File: config.mk
export PLATFORM = sky130hd
export DESIGN_NAME = mult_div_unit_flat
export DESIGN_NICKNAME = d
export VERILOG_FILES = /design/src/rtl/mult_div_unit_if.sv /design/src/rtl/mult_div_unit.sv /design/src/flat_wrapper.sv
export SDC_FILE = /design/constraint.sdc
export NUM_CORES = 1
export LEC_CHECK = 0
export CORE_MARGIN = 3
export CORE_UTILIZATION = 40
export CTS_CLUSTER_SIZE = 12
export DETAILED_ROUTE_END_ITERATION = 8
export GPL_TIMING_DRIVEN = 0
export PLACE_DENSITY = 0.68
export RECOVER_POWER = 100
export REMOVE_ABC_BUFFERS = 1
export SLEW_MARGIN = 25
export SYNTH_ARGS = -nofsm -noshare
export SYNTH_HDL_FRONTEND = slang
export SYNTH_SLANG_ARGS = --single-unit
export TNS_END_PERCENT = 5
File: constraint.sdc
create_clock -name clk -period 5.35 [get_ports clk]
set_input_delay 1.07 -clock clk [delete_from_list [all_inputs] [get_ports clk]]
set_output_delay 1.07 -clock clk [all_outputs]
set_load 0.1 [all_outputs]
File: src/rtl/mult_div_unit_if.sv
// rtl/mult_div_unit_if.sv - control/data bundle between the EX-stage control path and the mult/div unit
interface mult_div_unit_if #(
  parameter int WIDTH = 32
);
  logic             start;
  logic [1:0]       op;
  logic [WIDTH-1:0] rs_data;
  logic [WIDTH-1:0] rt_data;
  logic             hi_we;
  logic             lo_we;
  logic [WIDTH-1:0] wdata;
  logic             busy;
  logic             done;
  logic             div_by_zero;
  logic [WIDTH-1:0] hi;
  logic [WIDTH-1:0] lo;

  modport master (
    output start, op, rs_data, rt_data, hi_we, lo_we, wdata,
    input  busy, done, div_by_zero, hi, lo
  );

  modport slave (
    input  start, op, rs_data, rt_data, hi_we, lo_we, wdata,
    output busy, done, div_by_zero, hi, lo
  );
endinterface

File: src/rtl/mult_div_unit.sv
// rtl/mult_div_unit.sv - radix-2 iterative MULT/MULTU/DIV/DIVU unit holding the result in HI/LO
module mult_div_unit #(
  parameter int WIDTH = 32
) (
  input  logic clk,
  input  logic rst,
  mult_div_unit_if.slave bus
);
  localparam int CNT_W = (WIDTH > 1) ? $clog2(WIDTH) : 1;

  typedef enum logic [1:0] {IDLE = 2'd0, CALC = 2'd1, FIX = 2'd2} state_t;

  state_t             state_q, state_d;
  logic [CNT_W-1:0]   cnt_q, cnt_d;
  logic               is_div_q, is_div_d;
  logic               neg_lo_q, neg_lo_d;
  logic               neg_hi_q, neg_hi_d;
  logic               zero_div_q, zero_div_d;
  logic [WIDTH-1:0]   opnd_q, opnd_d;
  logic [2*WIDTH-1:0] acc_q, acc_d;
  logic [WIDTH-1:0]   hi_q, hi_d;
  logic [WIDTH-1:0]   lo_q, lo_d;
  logic               done_q, done_d;
  logic               dbz_q, dbz_d;

  logic               is_signed, rs_neg, rt_neg;
  logic [WIDTH-1:0]   rs_mag, rt_mag;
  logic [WIDTH:0]     mul_sum;
  logic [2*WIDTH-1:0] mul_next;
  logic [WIDTH:0]     div_shift;
  logic [WIDTH-1:0]   div_sub, div_rem;
  logic               div_ge;
  logic [2*WIDTH-1:0] div_next;
  logic [2*WIDTH-1:0] prod_fix;
  logic [WIDTH-1:0]   quo, rem;

  assign is_signed = ~bus.op[0];
  assign rs_neg    = is_signed & bus.rs_data[WIDTH-1];
  assign rt_neg    = is_signed & bus.rt_data[WIDTH-1];
  assign rs_mag    = rs_neg ? -bus.rs_data : bus.rs_data;
  assign rt_mag    = rt_neg ? -bus.rt_data : bus.rt_data;

  // Multiply: acc = {partial product, remaining multiplier bits}, shifted right each step
  assign mul_sum  = {1'b0, acc_q[2*WIDTH-1:WIDTH]} + (acc_q[0] ? {1'b0, opnd_q} : {(WIDTH+1){1'b0}});
  assign mul_next = {mul_sum, acc_q[WIDTH-1:1]};

  // Divide: acc = {partial remainder, dividend bits / quotient bits}, shifted left each step
  assign div_shift = {acc_q[2*WIDTH-1:WIDTH], acc_q[WIDTH-1]};
  assign div_ge    = (div_shift >= {1'b0, opnd_q});
  assign div_sub   = div_shift[WIDTH-1:0] - opnd_q;
  assign div_rem   = div_ge ? div_sub : div_shift[WIDTH-1:0];
  assign div_next  = {div_rem, acc_q[WIDTH-2:0], div_ge};

  assign prod_fix = neg_lo_q ? -acc_q : acc_q;
  assign quo      = acc_q[WIDTH-1:0];
  assign rem      = acc_q[2*WIDTH-1:WIDTH];

  always_comb begin
    state_d    = state_q;
    cnt_d      = cnt_q;
    is_div_d   = is_div_q;
    neg_lo_d   = neg_lo_q;
    neg_hi_d   = neg_hi_q;
    zero_div_d = zero_div_q;
    opnd_d     = opnd_q;
    acc_d      = acc_q;
    hi_d       = hi_q;
    lo_d       = lo_q;
    done_d     = 1'b0;
    dbz_d      = dbz_q;
    case (state_q)
      IDLE: begin
        if (bus.hi_we) hi_d = bus.wdata;
        if (bus.lo_we) lo_d = bus.wdata;
        if (bus.start) begin
          state_d    = CALC;
          cnt_d      = '0;
          is_div_d   = bus.op[1];
          neg_lo_d   = rs_neg ^ rt_neg;
          neg_hi_d   = rs_neg;
          zero_div_d = bus.op[1] & (bus.rt_data == {WIDTH{1'b0}});
          dbz_d      = 1'b0;
          if (bus.op[1]) begin
            opnd_d = rt_mag;
            acc_d  = {{WIDTH{1'b0}}, rs_mag};
          end else begin
            opnd_d = rs_mag;
            acc_d  = {{WIDTH{1'b0}}, rt_mag};
          end
        end
      end
      CALC: begin
        cnt_d = cnt_q + 1'b1;
        acc_d = is_div_q ? div_next : mul_next;
        if (cnt_q == CNT_W'(WIDTH - 1)) state_d = FIX;
      end
      FIX: begin
        state_d = IDLE;
        done_d  = 1'b1;
        dbz_d   = zero_div_q;
        // A zero divisor leaves |rs| in the remainder, so only LO needs forcing
        if (is_div_q) begin
          lo_d = zero_div_q ? {WIDTH{1'b1}} : (neg_lo_q ? -quo : quo);
          hi_d = neg_hi_q ? -rem : rem;
        end else begin
          {hi_d, lo_d} = prod_fix;
        end
      end
      default: state_d = IDLE;
    endcase
  end

  always_ff @(posedge clk or negedge rst) begin
    if (!rst) begin
      state_q    <= IDLE;
      cnt_q      <= '0;
      is_div_q   <= 1'b0;
      neg_lo_q   <= 1'b0;
      neg_hi_q   <= 1'b0;
      zero_div_q <= 1'b0;
      opnd_q     <= '0;
      acc_q      <= '0;
      hi_q       <= '0;
      lo_q       <= '0;
      done_q     <= 1'b0;
      dbz_q      <= 1'b0;
    end else begin
      state_q    <= state_d;
      cnt_q      <= cnt_d;
      is_div_q   <= is_div_d;
      neg_lo_q   <= neg_lo_d;
      neg_hi_q   <= neg_hi_d;
      zero_div_q <= zero_div_d;
      opnd_q     <= opnd_d;
      acc_q      <= acc_d;
      hi_q       <= hi_d;
      lo_q       <= lo_d;
      done_q     <= done_d;
      dbz_q      <= dbz_d;
    end
  end

  assign bus.busy        = (state_q != IDLE);
  assign bus.done        = done_q;
  assign bus.div_by_zero = dbz_q;
  assign bus.hi          = hi_q;
  assign bus.lo          = lo_q;
endmodule
File: src/flat_wrapper.sv
// flat-port wrapper written by rule: the top's interface ports become plain ports
module mult_div_unit_flat 
#(
  parameter int WIDTH = 32
)
  (clk, rst, bus_start, bus_op, bus_rs_data, bus_rt_data, bus_hi_we, bus_lo_we, bus_wdata, bus_busy, bus_done, bus_div_by_zero, bus_hi, bus_lo);
  mult_div_unit_if #(.WIDTH(WIDTH)) bus_i ();
  input  logic clk;
  input  logic rst;
  input wire logic [$bits(bus_i.start)-1:0] bus_start;
  input wire logic [$bits(bus_i.op)-1:0] bus_op;
  input wire logic [$bits(bus_i.rs_data)-1:0] bus_rs_data;
  input wire logic [$bits(bus_i.rt_data)-1:0] bus_rt_data;
  input wire logic [$bits(bus_i.hi_we)-1:0] bus_hi_we;
  input wire logic [$bits(bus_i.lo_we)-1:0] bus_lo_we;
  input wire logic [$bits(bus_i.wdata)-1:0] bus_wdata;
  output wire logic [$bits(bus_i.busy)-1:0] bus_busy;
  output wire logic [$bits(bus_i.done)-1:0] bus_done;
  output wire logic [$bits(bus_i.div_by_zero)-1:0] bus_div_by_zero;
  output wire logic [$bits(bus_i.hi)-1:0] bus_hi;
  output wire logic [$bits(bus_i.lo)-1:0] bus_lo;
  assign bus_i.start = bus_start;
  assign bus_i.op = bus_op;
  assign bus_i.rs_data = bus_rs_data;
  assign bus_i.rt_data = bus_rt_data;
  assign bus_i.hi_we = bus_hi_we;
  assign bus_i.lo_we = bus_lo_we;
  assign bus_i.wdata = bus_wdata;
  assign bus_busy = bus_i.busy;
  assign bus_done = bus_i.done;
  assign bus_div_by_zero = bus_i.div_by_zero;
  assign bus_hi = bus_i.hi;
  assign bus_lo = bus_i.lo;
  mult_div_unit #(.WIDTH(WIDTH)) u_core (.clk(clk), .rst(rst), .bus(bus_i));
endmodule
# --- Word level (Yosys, flattened, before mapping) ---
# Cells that the tools add are included.
classes:
  n_addsub: 8
  n_lt_le_gt_ge: 1
  bitwise_logic: 5
  muxes: 27
  n_eq_ne: 7
  n_reduce_logical: 11
ops:
  columns: ["operator", "n"]
  rows:
  - ["$mux 32", 13]
  - ["$mux 64", 3]
  - ["$neg 32->32", 4]
  - ["$pmux 32 s2", 2]
  - ["$pmux 64 s2", 1]
  - ["$neg 64->64", 1]
  - ["$add 32x33->33", 1]
  - ["$ge 33x32->1", 1]
  - ["$logic_not 32->1", 1]
  - ["$sub 32x32->32", 1]
  - ["$reduce_and 2->1", 6]
  - ["$pmux 5 s2", 1]
  - ["$ne 2x2->1 const B", 3]
  - ["$reduce_bool 2->1", 3]
  - ["$add 5x1->5 const B", 1]
  - ["$eq 5x5->1 const B", 1]
  - ["$mux 5", 1]
  - ["$mux 2", 2]
  - ["$pmux 2 s2", 1]
  - ["$and 1x1->1", 3]
  - ["$eq 2x1->1 const B", 1]
  - ["$eq 2x2->1 const B", 1]
  - ["$logic_not 2->1", 1]
  - ["$mux 1", 2]
  - ["4 further kinds", 4]
word_totals:
  output_inout_bits: 67
  inputBits: 103
  reg_bits: 173

# --- Logic depth before layout (Yosys ltp) ---
# Gate-level depths: netlist of the first run.
depth:
  word_depth: 6
  ltp_mapped: 13

# --- Worst setup path after synthesis of the first run ---
# OpenSTA, ideal clock, no wires.
synth_path:
  path_type: "input port to flip-flop"
  start: "in bus_rs_data[11]"
  end: "reg u_core.acc_q[20]"
  required_time_ns: 5.213
  setup_time_ns: 0.137
  path_buffers: 0
  arrival_ns: 3.101
  path_slack_ns: 2.112
  cell_stages: 8
  cell_sequence: "or4_1 or2_2 nor4_1 a21oi_1 xor2_1 or2_1 a221oi_1 a21oi_1"
synth_via:
  elab_chain_cells: 5
synth_lines:
  columns: ["item", "line_no", "source"]
  rows:
  - ["from (decl)", "flat_wrapper.sv:12", "input wire logic [$bits(bus_i.rs_data)-1:0] bus_rs_data;"]
  - ["$neg 32->32", "mult_div_unit.sv:40", "assign rs_mag = rs_neg ? -bus.rs_data : bus.rs_data;"]
  - ["$mux 32", "mult_div_unit.sv:40", null]
  - ["$mux 32", "mult_div_unit.sv:83", "if (bus.op[1]) begin"]
  - ["$mux 64", "mult_div_unit.sv:75", "if (bus.start) begin"]
  - ["$pmux 64 s2", "mult_div_unit.sv:71", "case (state_q)"]
  - ["to (signal assigned)", "mult_div_unit.sv:122", "acc_q <= '0;"]
  - ["to (signal assigned)", "mult_div_unit.sv:135", "acc_q <= acc_d;"]
  - ["to (decl)", "mult_div_unit.sv:20", "logic [2*WIDTH-1:0] acc_q, acc_d;"]
# Every way passes these cells. The select of a mux whose other input is x is not followed.
# A chain may end at the register's enable or synchronous reset.

# --- Worst setup path in the final report of the first run ---
layout_path:
  start: "reg u_core.acc_q[0]"
  end: "reg u_core.acc_q[59]"
layout_via:
  elab_chain_cells: 4
layout_lines:
  columns: ["item", "line_no", "source"]
  rows:
  - ["$mux 32", "mult_div_unit.sv:44", "assign mul_sum = {1'b0, acc_q[2*WIDTH-1:WIDTH]} + (acc_q[0] ? {1'b0, opnd_q} : {(WIDTH+1){1'b0}});"]
  - ["$add 32x33->33", "mult_div_unit.sv:44", null]
  - ["$mux 64", "mult_div_unit.sv:94", "acc_d = is_div_q ? div_next : mul_next;"]
  - ["$pmux 64 s2", "mult_div_unit.sv:71", null]
# Every way passes these cells.

==> out/results.ini, run 1 <==
[setup_path]
r2r_setup_slack_ns = 0.66
critPathMaxFanout = 31
arrival_ns = 5.03
cp-start-kind = register
r2r_cells = 11
r2r-start = u_core.acc_q[0]
max_stage_delay_ns = 0.98
rr_endpoint = u_core.acc_q[59]
slowest_stage = inv_1
critPathCaptureType = register
worst_path_most_repeated_cell = a21oi_1
worstSetupPathType = reg -> reg
crit_chain = inv_1 -> nor2_1 -> ha_1 -> o211ai_1 -> a21oi_1 -> o21ai_0 -> o31ai_1 -> o2111ai_1 -> nand3_1 -> a21oi_1 -> a211o_1
worst_ep_required_time_ns = 5.69

[clocking]
path_clk_slew_ns = 0.08
cts_setup_buffers = 0
cts_tree = yes
clockBufferDepth = 2
postCtsResizedCells = 0
htree_num_levels = 4
root_buffer = clkbuf_16
cts_buffers = 17
insertion_delay_ns = 0.46
cts_hold_buf = 0
clkSinkCount = 173

[final_layout]
mostFrequentLayoutCells = o21ai_0, nand2_1, dfrtp_1, a21oi_1, nor2_1
fillers = 3624
mostFrequentLayoutCell = o21ai_0
nets = 2201
diodes = 0
multiInputGateArea_mm2 = 0.0101
drive_above_1_share = 0.0417
regArea_mm2 = 0.00433
finalNonFillerCells = 2543
area_growth_pct = 17.6

[sta]
fin_ws_ns = 0.659
clock.fmax_mhz = 213
setup_viol = 0
fin_skew_ns = 0.0135
finalCriticalPeriod_ns = 4.69
worst_slew_pin_slew_ns = 2.40
hold_viol_final = 0
drv_slew = 221
rsz0062_at_grt = false
timing.setup.tns_ns = 0
relSlewSlack = -0.597
period_share = 0.877

[status]
violations = max-capacitance violations, max-slew violations
outcome = finished with violations

[worst_hold_path]
hold_depth = 2
min-delay-start = u_core.bus.lo[17]
min_path_type = reg -> reg
holdPathEnd = u_core.bus.lo[17]

[logic_synthesis]
yosysSeqAreaShare = 0.284
synth_top_area_share = 0.284
syn-mean-instance-area_um2 = 7.81
syn-cell-area_mm2 = 0.0153
yosys.area.top_type = dfrtp_1
synth_ff_type = dfrtp_1
synth_warnings = 0
synth_async_sr_flop_share = 1.00
synth.area.top_cells = dfrtp_1, o21ai_0, xnor2_1, ha_1, a21oi_1
syn_inst = 1953
yosysUniqueCellTypes = 87
synth_seq_cells = 173
synth_edf_count = 0

[drt]
antenna_left = 0
drt_wl_total_um = 54900
drt-initial-drc-count = 1584
vias = 15400
routedWlPerCell_um = 21.6
vias_per_cell = 6.06
first_pass_iters = 6
drc = 0

[floorplanning]
initial_utilization = 0.411
die_y_um = 201
rows = 70
die_w_um = 201
io_pins = 170
coreArea_mm2 = 0.0371
dieArea_mm2 = 0.0405

[grt]
grt-ovfl-total = 0
antenna_found_initial = 2
grt_max_degree = 89
grt_pass1_vias = 14700
grtUsageTotal = 0.266
grt_pass1_wl_um = 86100

[place]
io_buffers = 169
hpwl_um = 42000
gp_congestion = 0.988
dp_worst_setup_slack_ns = 0.941
placed_cells = 2511

[run]
cap_violations = 4

-- worst max path at each step --
stage,startpoint,end,cells past startpoint
3_5_place_dp,bus_rs_data[2],u_core.acc_q[24],9
6_report,u_core.acc_q[0],u_core.acc_q[59],11
2_1_floorplan,u_core.state_q[1],u_core.acc_q[63],7
5_1_grt,u_core.acc_q[0],u_core.acc_q[55],11
4_1_cts,u_core.acc_q[31],u_core.acc_q[62],12
3_3_place_gp,rst,u_core.acc_q[43],1
-- critical path: cells and delay by family, from the launching register on --
family / cells / cell delay, ns
adder cells (fa/ha/maj): 1 / 0.41
AO/OA/AOI/OAI: 7 / 2.32
flip-flops: 1 / 0.53
buffers and inverters: 1 / 0.98
AND/OR/NAND/NOR: 2 / 0.31
-- final cells by class --
cell class / count / area share
Tap cell: 504 / 0.0352
Clock buffer: 17 / 0.0237
Sequential cell: 173 / 0.242
Clock inverter: 15 / 0.0107
Inverter: 73 / 0.0153
Multi-Input combinational cell: 1578 / 0.564
Timing Repair Buffer: 183 / 0.109
-- sequential cells by signal (all words and copies together), names as in the netlist --
signal and count:
u_core.acc_q 64, u_core.bus.hi 32, u_core.bus.lo 32, u_core.opnd_q 32, u_core.cnt_q 5, u_core.state_q 2
u_core.bus.div_by_zero 1, u_core.bus.done 1, u_core.is_div_q 1, u_core.neg_hi_q 1, u_core.neg_lo_q 1, u_core.zero_div_q 1
-- stage by stage --
| step | hold slack (ns) | area (µm²) | util |
|---|---|---|---|
| 2_1_floorplan | 0.449 | 14700 | - |
| 3_3_place_gp | 0.461 | 17100 | 0.460 |
| 3_5_place_dp | 0.471 | 17400 | 0.470 |
| 4_1_cts | 0.488 | 18100 | 0.487 |
| 5_1_grt | 0.497 | 17900 | 0.483 |
| 6_report | 0.477 | 17900 | 0.483 |
-- routing by layer --
| layer | up-vias | track usage | part of all wire |
|---|---|---|---|
| met3 | 115 | 0.0526 | 0.089 |
| met4 | 2 | 0.0972 | 0.036 |
| met2 | 687 | 0.420 | 0.45 |
| met5 | - | 0 | 0.00024 |
| li1 | 7266 | - | - |
| met1 | 7329 | 0.362 | 0.43 |
-- synth_stat cells, drive strengths merged (20+ instances only) --
library cell / instances
a211oi: 40
xor2: 57
nand3: 32
nand2: 188
nor4: 22
xnor2: 111
clkbuf: 109
a31oi: 26
and3: 23
o22ai: 34
buf: 20
nor2: 165
o21ai: 214
ha: 70
nor3: 43
nand2b: 27
inv: 73
o31ai: 25
o211ai: 36
dfrtp: 173
a21oi: 164
mux2i: 45
a21o: 21
-- logic make-up (layout without fill, tap and decap cells) --
| family | count (synthesis) | in the layout | share of synthesized area |
|---|---|---|---|
| buf+inv | 202 | 288 | 0.0512 |
| simple gates | 607 | 607 | 0.194 |
| xor+xnor | 168 | 168 | 0.0965 |
| mux | 54 | 54 | 0.0364 |
| flops | 173 | 173 | 0.284 |
| fa+ha+maj | 72 | 72 | 0.0600 |
| compound gates | 677 | 677 | 0.278 |
Power of run 1 is left out: the tool's default activity adds up to more than one toggle a clock period on the data nets, which glitch-free logic cannot reach.
==> run 2, diff against run 1 <==
Settings changed: CORE_ASPECT_RATIO from default to 0.8, MAX_ROUTING_LAYER from default to met4.
==> run 2 against run 1 <==
Net effect:
- the flow still finishes with violations (max-capacitance violations, max-slew violations)
- first-iteration DRC count up 31%
- setup slack better by 0.25 ns
- clock-buffer cell count unchanged
- via count up 1.8%
- maximum frequency up 5.6%
- non-clock buffer count unchanged
- design area down 0.29%
- wire length down 0.49%
- core utilization down 0.43 points
- clock skew down 0.0020 ns
- global-route usage up 0.62 points
- die area about the same
==> out/results.ini, run 2 (synthesis gave the netlist of run 1 again) <==
[final_layout]
largest_reg_flops = 64
area_growth_pct = 17.3
diodes = 0
finalNonFillerCells = 2526
mostFrequentLayoutCells = o21ai_0, nand2_1, dfrtp_1, nor2_1, a21oi_1
mostFrequentLayoutCell = o21ai_0
regMostFlops = u_core.acc_q
nets = 2201
drive_above_1_share = 0.0387

[clocking]
cts_buffers = 17
cts_hold_buf = 0
cts_tree = yes
cts_setup_buffers = 0
clkSinkCount = 173
root_buffer = clkbuf_16
path_clk_slew_ns = 0.07
postCtsResizedCells = 0
insertion_delay_ns = 0.46
clockBufferDepth = 2
htree_num_levels = 4

[floorplanning]
dieArea_mm2 = 0.0405
rows = 63
coreArea_mm2 = 0.0374
initial_utilization = 0.408
io_pins = 170
die_w_um = 224
die_y_um = 181

[drt]
drt-initial-drc-count = 2081
vias = 15700
antenna_left = 0
drt_wl_total_um = 54600
vias_per_cell = 6.21
first_pass_iters = 6
drc = 0
routedWlPerCell_um = 21.6

[grt]
grt-ovfl-total = 0
grt_use_met3 = 0.0489
grtUsageTotal = 0.272
grt_max_degree = 79
use_met2 = 0.387
met1_usage = 0.393
grt_pass1_wl_um = 84600
grt_pass1_vias = 14500
top_usage_layer = met1
antenna_found_initial = 0

[sta]
hold_ws_ns = 0.476
rsz0062_at_grt = false
fin_skew_ns = 0.0114
period_share = 0.831
clock.fmax_mhz = 225
drv_slew = 170
relSlewSlack = -0.387
worst_slew_pin_slew_ns = 2.07
setup_viol = 0
finalCriticalPeriod_ns = 4.44
hold_viol_final = 0

[setup_path]
r2r_cells = 9
worstSetupPathType = reg -> reg
slowest_stage = clkbuf_1
crit_chain = ha_1 -> a21oi_1 -> nor2_1 -> o31ai_1 -> a31oi_1 -> o31ai_4 -> clkbuf_1 -> o21ai_0 -> a221o_1
max_stage_delay_ns = 0.70
critPathMaxFanout = 15
critPathCaptureType = register
rr_endpoint = u_core.acc_q[45]
cp-start-kind = register
r2r_setup_slack_ns = 0.91
r2r-start = u_core.acc_q[41]
arrival_ns = 4.77
worst_ep_required_time_ns = 5.68

[worst_hold_path]
holdPathEnd = u_core.bus.lo[7]
hold_depth = 2
min-delay-start = u_core.bus.lo[7]
min_path_type = reg -> reg

[place]
hpwl_um = 42000
placed_cells = 2494
gp_congestion = 1.02
io_buffers = 169

[status]
violations = max-capacitance violations, max-slew violations
outcome = finished with violations

[run]
cap_violations = 4

## run 2: worst max-delay path by stage
stage                                 start               end  cells after the start
after floorplan           u_core.state_q[1]  u_core.acc_q[63]                      7
after global placement                  rst  u_core.acc_q[55]                      1
after detailed placement     bus_rs_data[2]  u_core.acc_q[24]                      9
after CTS                  u_core.acc_q[31]  u_core.acc_q[62]                     12
after global routing        u_core.acc_q[0]  u_core.acc_q[56]                     11
final                      u_core.acc_q[41]  u_core.acc_q[45]                      9
## run 2: area by class of cell
| type | count | area, µm² |
|---|---|---|
| multi-input combinational | 1578 | 10100 |
| fill | 3666 | 19500 |
| inverter | 73 | 274 |
| tap | 487 | 609 |
| timing repair buffer | 183 | 1960 |
| sequential | 173 | 4330 |
| clock buffer | 17 | 425 |
| clock inverter | 15 | 171 |
## run 2: metal layers
| layer | vias to the layer above | routed length [µm] |
|---|---|---|
| li1 | 7285 | - |
| met1 | 7537 | 25100 |
| met2 | 752 | 22700 |
| met3 | 101 | 5130 |
| met4 | 0 | 1650 |
| met5 | - | 0 |
## run 2: metrics by stage
stage	util	setup WS, ns	TNS [ns]	instance area [µm²]
after floorplan	-	0.693	0	14700
final	0.479	0.907	0	17900
after detailed placement	0.466	0.952	0	17400
after CTS	0.482	1.37	0	18000
after global routing	0.479	0.675	0	17900
after global placement	0.456	-4.19	-781.63	17000
## run 2: critical path, delay by kind of cell, from the launching register on
kind                     cells  cell delay [ns]
AO/OA/AOI/OAI                6             2.50
flip-flops                   1             0.64
buffers and inverters        1             0.70
adder cells (fa/ha/maj)      1             0.40
AND/OR/NAND/NOR              1             0.07
Power of run 2 is left out for the same reason.
